**src/rtl/mux_channel_scanner.sv**
```systemverilog
// Sequencer and capture stage for a 4-to-1 line mux: steps select through channels
// 0..3, samples the mux output after SETTLE cycles each, and hands off a 4-bit word.
module mux_channel_scanner #(
  parameter int SETTLE     = 2,
  parameter bit CONTINUOUS = 1'b0
) (
  input  logic       clock,
  input  logic       reset,
  input  logic       start,
  input  logic       m_in,
  output logic [1:0] select,
  output logic       busy,
  output logic [3:0] scan_word,
  output logic       word_valid,
  input  logic       word_ready
);

  localparam int CW = (SETTLE > 1) ? $clog2(SETTLE) : 1;
  localparam logic [CW-1:0] CNT_LAST = CW'(SETTLE - 1);

  typedef enum logic [1:0] {IDLE, SCAN, HOLD} state_t;

  state_t        state;
  logic [CW-1:0] cnt;
  logic [3:0]    assembly;

  // NOTE: all state uses non-blocking assignments so every register samples the
  // pre-edge values; the small assembly buffer is reset too, since it is just flops.
  always_ff @(posedge clock) begin
    if (reset) begin
      state      <= IDLE;
      select     <= 2'b00;
      busy       <= 1'b0;
      scan_word  <= 4'b0000;
      word_valid <= 1'b0;
      cnt        <= '0;
      assembly   <= 4'b0000;
    end else begin
      case (state)
        IDLE: begin
          if (start) begin
            state  <= SCAN;
            select <= 2'b00;
            cnt    <= '0;
            busy   <= 1'b1;
          end
        end

        SCAN: begin
          // Only the last settle cycle of each channel is sampled.
          if (cnt == CNT_LAST) begin
            cnt              <= '0;
            assembly[select] <= m_in;
            if (select != 2'd3) begin
              select <= select + 2'd1;
            end else begin
              scan_word  <= {m_in, assembly[2:0]};
              word_valid <= 1'b1;
              select     <= 2'b00;
              state      <= HOLD;
            end
          end else begin
            cnt <= cnt + 1'b1;
          end
        end

        HOLD: begin
          if (word_ready) begin
            word_valid <= 1'b0;
            if (CONTINUOUS) begin
              state  <= SCAN;
              select <= 2'b00;
              cnt    <= '0;
            end else begin
              state <= IDLE;
              busy  <= 1'b0;
            end
          end
        end

        default: begin
          state <= IDLE;
          busy  <= 1'b0;
        end
      endcase
    end
  end

endmodule

```
**config.mk**
```make
export PLATFORM = sky130hd
export DESIGN_NAME = mux_channel_scanner
export DESIGN_NICKNAME = d
export VERILOG_FILES = /design/src/rtl/mux_channel_scanner.sv
export SDC_FILE = /design/constraint.sdc
export NUM_CORES = 1
export LEC_CHECK = 0
export CORE_UTILIZATION = 43
export CTS_CLUSTER_SIZE = 25
export DETAILED_ROUTE_END_ITERATION = 7
export PLACE_DENSITY = 0.71
export SLEW_MARGIN = 30
export SYNTH_ARGS = -nofsm -noshare
export SYNTH_HDL_FRONTEND = slang
export SYNTH_SLANG_ARGS = --single-unit
```
**constraint.sdc**
```tcl
create_clock -name clock -period 1.3 [get_ports clock]
set_clock_uncertainty 0.15 [all_clocks]
set_input_delay 0.26 -clock clock [delete_from_list [all_inputs] [get_ports clock]]
set_output_delay 0.26 -clock clock [all_outputs]
set_load 0.03 [all_outputs]
```
==> implementation parameters, run 1 <==
Parameter                              Value

Synth
  Gate count of the mapped netlist    65
  Synth cell types    19
  Sequential area share after synthesis    0.438
  Share of the synthesized area in the top cell type    0.438
  Most numerous cell types in the synthesized netlist    sky130_fd_sc_hd__dfxtp_1 (14), sky130_fd_sc_hd__nor2_1 (10), sky130_fd_sc_hd__mux2i_1 (8)
  Largest cells by area after synthesis    sky130_fd_sc_hd__dfxtp_1 (44%), sky130_fd_sc_hd__mux2i_1 (13%), sky130_fd_sc_hd__ha_1 (7.8%)
  Number of synthesized flops with an enable pin    0
  Synthesized area divided by synthesized cell count    between 9 and 10 sq um
  Cell with the most instances after synthesis    sky130_fd_sc_hd__dfxtp_1
  Synthesized netlist net count    74
  Number of warnings printed during yosys synthesis    0
  Mapped Area    639 sq um
  Cell accounting for the most synthesized area    sky130_fd_sc_hd__dfxtp_1
  Most frequently used flop master after synthesis    sky130_fd_sc_hd__dfxtp_1
  Seq cells post-synth    14
  Async set-reset flop share out of synthesis    0

Power and ir drop
  Leakage power figure    0.403 nW
  Peak supply drop    0.457 mV
  Overall power after layout    between 0.8 and 0.9 mW
  Power per unit of standard cell area    around 980 mW/mm^2

Placement
  Pre-CTS worst setup slack    -0.0692 ns
  Placed Instance Area    812 sq um
  Detailed Place HPWL    around 850 um
  Port Buf Inserts    12
  Placer Congestion    around 0.64

Worst setup path
  Worst reg2reg path endpoint    select[1]
  Worst Path Max Fanout    6
  Critical path's top delay family    flip-flops
  Slowest cell delay on critical path    around 0.40 ns
  Reg-to-reg slack, setup    ~0.070 ns
  Worst setup startpoint    select[0]
  Required time at the endpoint of the critical path    ~0.89 ns
  Critical path capture point type    output pin
  Worst Reg-to-Reg Cells    4
  CP Data Arrival Time    roughly 0.84 ns
  Launching point of the worst reg2reg path    select[1]
  Cell with the largest stage delay on the worst path    sky130_fd_sc_hd__dfxtp_4
  Cells along the critical path    buf_4
  Worst setup path category    flop to output pin
  Buffering stage count on the worst path with inverters included    1
  Startpoint Class    flop

Routing
  Average detailed-routed wire length per instance    about 13 um
  Starting DRT DRC Count    11
  DRC    0
  DR vias/cell    roughly 5.3
  Number of nets with antenna violations after detailed routing    0
  Final wirelength    ~1200 um
  Vias after detailed routing    514
  Detailed-routing iteration count for the pre-antenna-repair pass    4

Timing
  Relative max-transition margin    0.808
  Final TNS setup    0 ns
  Number of failing setup endpoints in the final timing report    0
  Post-route fraction of the period consumed by the critical path    0.963
  Min Tclk post-route    roughly 1.3 ns
  Unrepaired setup endpoints after global routing    true
  Pins Over Slew Limit    0
  Timing-limited maximum frequency    799 MHz
  Post-route worst setup slack    ~0.048 ns
  Actual transition at the worst max-transition pin    0.287 ns
  Number of endpoints with negative hold slack in the final report    0

Status
  Run status    finished, final reports clean

Clocking
  Inserted Clock Buffers    3
  Number of buffers added for setup after CTS    0
  Number of buffers inserted by hold repair at cts    0
  Clk sink count    14
  Root Buffer    sky130_fd_sc_hd__clkbuf_4
  Htree depth    1
  CTS tree    built
  Worst-skew pair later-pin latency    0.27 ns
  Clock-pin slew on the worst setup and hold paths    0.09 ns
  Buffer levels on the longest clock path    2

Finish
  Share of the core filled with cells    0.638
  Post-layout instance area    ~860 sq um
  Fraction of layout instances using a drive strength above 1    0.293
  Count of inserted antenna diode cells    0
  Total Nets Final    92
  Area Growth Syn to Fin    34.6%

Global route
  Number of antenna violations at the first check in global routing    0
  Number of global-route vias before repair    about 430
  Overflow after GRT    0
  Pin count of the biggest net entering global routing    14
  Global-route wire length before repair    1790 um
  Total routing usage reported by global routing    0.167

Floorplan
  Die Outline Area    approximately 0.0016 sq mm
  Die Span Y    between 40 and 50 um
  Top-level port count    13
  Initial Util    0.474
  Horizontal die dimension    40.6 um
  Total core area    between 0.001 and 0.0015 sq mm
  Number of rows in the core area    13

Worst hold path
  Origin of the worst min-delay path    word_valid
  Terminating pin of the worst hold path    word_valid
  Hold depth    2
  Kind of path behind the tightest hold check    flop to flop

Job
  MaxCap Viol Count    0
metrics by stage:
| step | cells | hold WS, ns |
|---|---|---|
| finish | 97 | 0.304 |
| global route | 97 | 0.331 |
| CTS | 97 | 0.307 |
| detailed placement | 93 | 0.296 |
| global placement | 93 | 0.294 |
| floorplan | 65 | 0.169 |
repair_timing:
item | CTS | global route
endpoints found under the setup margin | 0 | 5
hold endpoints to repair | 0 | 0
gates resized for setup | 0 | 4
per-layer routing:
metal  global-route usage  wire length (um)  vias to the layer above
met5                    0                 0                        -
met4               0.0750                 9                        0
met3               0.0333                49                        2
met2                0.274               561                       12
met1                0.208               601                      235
li1                     -                 -                      265
sequential cells by signal, indices dropped and copies added (netlist names):
name and flops:
assembly 3, busy 1, word_valid 1, scan_word 4
cnt 1, select 2, state 2
final cells by class:
class                      count  area, sq um
timing repair buffer          17          163
tap                           15         18.8
sequential                    14          288
inverter                       2         7.51
clock buffer                   4         36.3
multi-input combinational     45          348
fill                         120          489
worst max-delay path by stage:
| stage | to | slack (ns) | cells past startpoint |
|---|---|---|---|
| global route | scan_word[3] | -0.005 | 4 |
| finish | select[0] | 0.05 | 1 |
| detailed placement | state[0] | -0.07 | 3 |
| global placement | select[1] | -0.06 | 4 |
| CTS | scan_word[3] | 0.02 | 4 |
| floorplan | scan_word[0] | 0.03 | 4 |
cells in the final DEF (no fill, tap or decap), types with 2 or more instances in the layout:
cell type,instances
sky130_fd_sc_hd__ha_1,2
sky130_fd_sc_hd__a21oi_1,6
sky130_fd_sc_hd__nand2_1,3
sky130_fd_sc_hd__nor2_1,10
sky130_fd_sc_hd__dfxtp_4,2
sky130_fd_sc_hd__o21bai_1,2
sky130_fd_sc_hd__nand4b_1,5
sky130_fd_sc_hd__inv_2,2
sky130_fd_sc_hd__clkbuf_4,3
sky130_fd_sc_hd__dfxtp_1,12
sky130_fd_sc_hd__buf_12,2
sky130_fd_sc_hd__o21ai_0,2
sky130_fd_sc_hd__clkdlybuf4s50_1,4
sky130_fd_sc_hd__mux2i_1,8
sky130_fd_sc_hd__buf_4,11
cells by family after synthesis:
family	after synthesis	synth area share
compound gates	11	0.0998
mux	8	0.125
simple gates	22	0.204
flops	14	0.438
fa+ha+maj	4	0.0783
buf+inv	6	0.0548
where the power goes:
group / internal [mW] / switching (mW) / total (mW)
Clock: 0.170 / 0.135 / 0.305
Combinational: 0.0487 / 0.0437 / 0.0923
Sequential: 0.434 / 0.0113 / 0.446
Total: 0.653 / 0.190 / 0.843
(Power assumes the default switching activity.)
==> run 2: changes to the inputs <==
SLEW_MARGIN = 10   (was 30)
==> results of run 2 <==
Final layout, timing and power as in run 1 (identical DEF).
